==> src/rtl/dff_bank_arbiter_if.sv <==
// Requester-side bundle for the shared-register arbiter: level requests and data
// lanes in, one-hot grant plus the committed register state out.
interface dff_bank_arbiter_if #(
    parameter int NUM_REQ = 4,
    parameter int DATA_W  = 3
);
    localparam int IDX_W = $clog2(NUM_REQ);

    logic [NUM_REQ-1:0]        req;
    logic [NUM_REQ*DATA_W-1:0] wdata;
    logic [NUM_REQ-1:0]        gnt;
    logic [DATA_W-1:0]         q;
    logic [IDX_W-1:0]          q_src;
    logic                      q_upd;
    logic                      busy;

    modport master (output req, wdata, input gnt, q, q_src, q_upd, busy);
    modport slave  (input req, wdata, output gnt, q, q_src, q_upd, busy);
endinterface

==> src/rtl/dff_bank_arbiter.sv <==
// Round-robin arbiter that commits one requester lane per slot into a shared register.
// Grant one cycle after a request is seen in IDLE; requesters hold req/wdata until granted.
module dff_bank_arbiter #(
    parameter int NUM_REQ = 4,
    parameter int DATA_W  = 3,
    parameter int GAP_CYC = 1
) (
    input  logic              clk,
    input  logic              rst,
    dff_bank_arbiter_if.slave bus
);
    localparam int IDX_W = $clog2(NUM_REQ);
    localparam int CNT_W = (GAP_CYC < 1) ? 1 : $clog2(GAP_CYC + 1);

    typedef enum logic [1:0] {IDLE, GRANT, GAP} state_t;

    state_t             state_q, state_d;
    logic [NUM_REQ-1:0] gnt_q, gnt_d;
    logic [DATA_W-1:0]  q_q, q_d;
    logic [IDX_W-1:0]   q_src_q, q_src_d;
    logic [IDX_W-1:0]   ptr_q, ptr_d;
    logic [IDX_W-1:0]   sel_q, sel_d;
    logic               q_upd_q, q_upd_d;
    logic [CNT_W-1:0]   cnt_q, cnt_d;

    logic [IDX_W-1:0]   ptr_nxt;
    logic [IDX_W-1:0]   arb_ptr;
    logic [IDX_W-1:0]   arb_sel;
    logic               arb_hit;
    logic               arb_en;

    assign ptr_nxt = (sel_q == IDX_W'(NUM_REQ - 1)) ? '0 : sel_q + IDX_W'(1);
    // While a grant is closing, the search must already start past the winner.
    assign arb_ptr = (state_q == GRANT) ? ptr_nxt : ptr_q;

    always_comb begin
        int idx;
        idx     = 0;
        arb_hit = 1'b0;
        arb_sel = '0;
        for (int i = 0; i < NUM_REQ; i++) begin
            idx = int'(arb_ptr) + i;
            if (idx >= NUM_REQ) idx = idx - NUM_REQ;
            if (!arb_hit && bus.req[idx]) begin
                arb_hit = 1'b1;
                arb_sel = IDX_W'(idx);
            end
        end
    end

    always_comb begin
        state_d = state_q;
        gnt_d   = '0;
        q_d     = q_q;
        q_src_d = q_src_q;
        ptr_d   = ptr_q;
        sel_d   = sel_q;
        q_upd_d = 1'b0;
        cnt_d   = cnt_q;
        arb_en  = 1'b0;
        case (state_q)
            IDLE: arb_en = 1'b1;
            GRANT: begin
                q_d     = bus.wdata[sel_q*DATA_W +: DATA_W];
                q_src_d = sel_q;
                ptr_d   = ptr_nxt;
                q_upd_d = 1'b1;
                if (GAP_CYC > 0) begin
                    state_d = GAP;
                    cnt_d   = CNT_W'(GAP_CYC);
                end else begin
                    arb_en = 1'b1;
                end
            end
            GAP: begin
                cnt_d = cnt_q - CNT_W'(1);
                if (cnt_q <= CNT_W'(1)) arb_en = 1'b1;
            end
            default: state_d = IDLE;
        endcase
        if (arb_en) begin
            if (arb_hit) begin
                state_d = GRANT;
                gnt_d   = NUM_REQ'(1) << arb_sel;
                sel_d   = arb_sel;
            end else begin
                state_d = IDLE;
            end
        end
    end

    always_ff @(posedge clk) begin
        if (rst) begin
            state_q <= IDLE;
            gnt_q   <= '0;
            q_q     <= '0;
            q_src_q <= '0;
            ptr_q   <= '0;
            sel_q   <= '0;
            q_upd_q <= 1'b0;
            cnt_q   <= '0;
        end else begin
            state_q <= state_d;
            gnt_q   <= gnt_d;
            q_q     <= q_d;
            q_src_q <= q_src_d;
            ptr_q   <= ptr_d;
            sel_q   <= sel_d;
            q_upd_q <= q_upd_d;
            cnt_q   <= cnt_d;
        end
    end

    assign bus.gnt   = gnt_q;
    assign bus.q     = q_q;
    assign bus.q_src = q_src_q;
    assign bus.q_upd = q_upd_q;
    assign bus.busy  = (state_q != IDLE);
endmodule
==> src/flat_wrapper.sv <==
// flat-port wrapper written by rule: the top's interface ports become plain ports
module dff_bank_arbiter_flat 
#(
    parameter int NUM_REQ = 4,
    parameter int DATA_W  = 3,
    parameter int GAP_CYC = 1
)
  (clk, rst, bus_req, bus_wdata, bus_gnt, bus_q, bus_q_src, bus_q_upd, bus_busy);
  dff_bank_arbiter_if #(.NUM_REQ(NUM_REQ), .DATA_W(DATA_W)) bus_i ();
  input  logic clk;
  input  logic rst;
  input wire logic [$bits(bus_i.req)-1:0] bus_req;
  input wire logic [$bits(bus_i.wdata)-1:0] bus_wdata;
  output wire logic [$bits(bus_i.gnt)-1:0] bus_gnt;
  output wire logic [$bits(bus_i.q)-1:0] bus_q;
  output wire logic [$bits(bus_i.q_src)-1:0] bus_q_src;
  output wire logic [$bits(bus_i.q_upd)-1:0] bus_q_upd;
  output wire logic [$bits(bus_i.busy)-1:0] bus_busy;
  assign bus_i.req = bus_req;
  assign bus_i.wdata = bus_wdata;
  assign bus_gnt = bus_i.gnt;
  assign bus_q = bus_i.q;
  assign bus_q_src = bus_i.q_src;
  assign bus_q_upd = bus_i.q_upd;
  assign bus_busy = bus_i.busy;
  dff_bank_arbiter #(.NUM_REQ(NUM_REQ), .DATA_W(DATA_W), .GAP_CYC(GAP_CYC)) u_core (.clk(clk), .rst(rst), .bus(bus_i));
endmodule
==> config.mk <==
export PLATFORM = sky130hd
export DESIGN_NAME = dff_bank_arbiter_flat
export DESIGN_NICKNAME = d
export VERILOG_FILES = /design/src/rtl/dff_bank_arbiter_if.sv /design/src/rtl/dff_bank_arbiter.sv /design/src/flat_wrapper.sv
export SDC_FILE = /design/constraint.sdc
export NUM_CORES = 1
export LEC_CHECK = 0
export ABC_CLOCK_PERIOD_IN_PS = 1600
export CELL_PAD_IN_SITES_DETAIL_PLACEMENT = 1
export CELL_PAD_IN_SITES_GLOBAL_PLACEMENT = 2
export CORE_ASPECT_RATIO = 0.8
export CORE_UTILIZATION = 22
export DETAILED_ROUTE_END_ITERATION = 8
export PLACE_DENSITY_LB_ADDON = 0.08
export SKIP_LAST_GASP = 1
export SYNTH_ARGS = -nofsm -noshare
export SYNTH_HDL_FRONTEND = slang
export SYNTH_SLANG_ARGS = --single-unit
==> constraint.sdc <==
create_clock -name clk -period 1.6 [get_ports clk]
set_input_delay 0.16 -clock clk [delete_from_list [all_inputs] [get_ports clk]]
set_output_delay 0.16 -clock clk [all_outputs]
set_load 0.05 [all_outputs]
==> out/qor.yml <==
overflow: 0
drv_cap: 0
p_per_area_nw_per_um2: 960
clkTransAtPathRegs_ns: 0.06
path_max_fanout: 5
syn_area_per_cell_um2: 10.3
hold_viol_final: 0
cts_buffer_depth: 2
io_pins: 29
regArea_um2: 324
placedCellCount: 152
dieArea_um2: 3590
synth_edf_count: 0
drtPass1Iterations: 2
worst_pin_slew_ns: 0.345
critPathCaptureType: "flop"
nFillCells: 368
vias: 688
synthArstFlopShare_pct: 0
drive_gt1_share_pct: 44.6
violations: "negative setup slack"
hold_class: "reg -> reg"
antenna_found_initial: 0
rows: 18
syn_inst: 72
critical_path_class: "reg -> reg"
drc_errors: 0
ys_seq_area_share_pct: 43.4
cts_htree_levels: 1
yosysWarnings: 0
synth_nets: 91
layout.cells.non_filler: 161
dieHeight_um: 53.8
via_per_inst: 4.27
drt_wl_total_mm: 1.95
cts_sinks: 16
routabilityCongestion: 0.777
utilization_pct: 40.6
required_ns: 1.79
drv_slew: 0
syn_area_um2: 738
grt.total_usage_pct: 11.5
fmax_ghz: 0.554
grt_pass1_wl_mm: 2.89
fin_ws_ns: -0.206
cts_tree: "built"
syn2layout_area_growth_pct: 72.4
power.leakage_nw: 0.543
start_util_pct: 23.6
grt_pass1_vias: 651
min_period_ns: 1.81
clock_latency_ns: 0.24
rsz0062_at_grt: "true"
hpwl_mm: 1.53
pre_cts_ws_ns: -0.192
setup_viol: 6
wire_per_inst_um: 12.1
status: "finished with violations"
arrival_ns: 1.99
port_buffers: 28
multi_input_area_um2: 433
cp-start-kind: "flop"
ys_types: 29
grt_max_degree: 12
skew_ns: 0.000390
ant_nets: 0
num_antenna_cells: 0
period_share_pct: 113
cts_buffers: 3
fp.dieW_um: 66.8
relSlewSlack_pct: 76.8
holdBufCountCts: 0
ys.flop_type: "dfxtp_1"
drt-initial-drc-count: 4
nets: 141
core_um2: 3130
ir_drop_mv: 0.415
ys_seq_elements: 16
root_buffer: "clkbuf_8"
state kept, by name (all words and copies together) (netlist names):
signal            cells
u_core.bus.gnt        4
u_core.bus.q          3
u_core.bus.q_src      2
u_core.bus.q_upd      1
u_core.ptr_q          2
u_core.sel_q          2
u_core.state_q        2
path summary, 6_finish.rpt:
| kind | startpoint | to | slack (ns) | cells past startpoint |
|---|---|---|---|---|
| worst max-delay path | u_core.state_q[0] | u_core.bus.gnt[1] | -0.21 | 7 |
| worst min-delay path | u_core.bus.q_src[0] | u_core.bus.q_src[0] | 0.46 | 2 |
| worst max register to register | u_core.state_q[0] | u_core.bus.gnt[1] | -0.21 | 7 |
| worst min register to register | u_core.bus.q_src[0] | u_core.bus.q_src[0] | 0.46 | 2 |
critical path, cell delays in order, from the launching register on:
cell and delay [ns]:
dfxtp_2 0.32, nor2b_4 0.14, buf_4 0.14, mux2i_4 0.20, buf_4 0.15, mux2_4 0.28
a2111o_1 0.40, nor2_2 0.11
per-layer routing:
metal / part of all wire [%] / wire length, um / vias up / global-route usage [%]
li1: - / - / 349 / -
met1: 49 / 957 / 324 / 15.0
met2: 46 / 903 / 13 / 17.5
met3: 4.2 / 81 / 2 / 5.08
met4: 0.41 / 8 / 0 / 2.13
met5: 0 / 0 / - / 0
cell usage in the layout (no fill, tap or decap), types with 2 or more instances in the layout:
| master | netlist | final |
|---|---|---|
| a21oi_1 | 5 | 5 |
| buf_4 | 0 | 31 |
| clkbuf_8 | 0 | 4 |
| clkdlybuf4s50_1 | 0 | 17 |
| dfxtp_1 | 16 | 13 |
| dfxtp_2 | 0 | 3 |
| inv_1 | 2 | 2 |
| mux2i_4 | 0 | 2 |
| mux4_2 | 3 | 3 |
| nand2_1 | 11 | 11 |
| nand2b_1 | 2 | 2 |
| nor2_1 | 7 | 6 |
| nor2_2 | 1 | 2 |
| nor3_1 | 2 | 2 |
| or2_2 | 2 | 2 |
cells in the mapped netlist, drive strengths merged (2+ instances only):
| cell type | n | share of area [%] |
|---|---|---|
| nor2b | 2 | 2.7 |
| nor3 | 2 | 1.4 |
| mux2i | 2 | 3.7 |
| nand2 | 11 | 5.6 |
| mux4 | 3 | 9.2 |
| nor2 | 8 | 4.4 |
| dfxtp | 16 | 43 |
| inv | 2 | 1.0 |
| buf | 2 | 2.2 |
| and3 | 2 | 1.7 |
| a21oi | 5 | 3.4 |
| or2 | 2 | 1.7 |
| nand2b | 2 | 1.7 |
cell families after synthesis:
kind of cell | count (synthesis) | synth area share, %
flip-flops | 16 | 43.4
AO/OA/AOI/OAI | 11 | 11.2
AND/OR/NAND/NOR | 33 | 25.1
buffers and inverters | 5 | 3.73
multiplexers | 6 | 14.9
adder cells (fa/ha/maj) | 1 | 1.69
where the power goes:
| part | switching (mW) | internal, mW |
|---|---|---|
| combinational | 0.208 | 0.214 |
| clock | 0.134 | 0.218 |
| sequential | 0.0161 | 0.432 |
timing repair:
action,in CTS,in global routing
buffers inserted,1,4
gates resized for setup,0,7
setup endpoints to repair,6,6
pin swaps,0,5
per-stage QoR:
stage                     setup TNS (ns)  total power [mW]  instance area [um2]  hold slack, ns
after floorplan                   -0.240             0.683                  749           0.365
after global placement            -0.706             0.831                 1140           0.445
after detailed placement          -0.915             0.835                 1140           0.457
after CTS                         -0.904              1.20                 1210           0.467
after global routing               -1.30              1.29                 1270           0.491
final                             -0.723              1.22                 1270           0.464
area by class of cell:
class,count,share of cell area (%)
clock buffer,4,4.33
inverter,2,0.590
multi-input combinational,51,34.0
sequential,16,25.5
tap,40,3.93
timing repair buffer,48,31.7
Note: power is estimated with default switching activity, not from simulation.
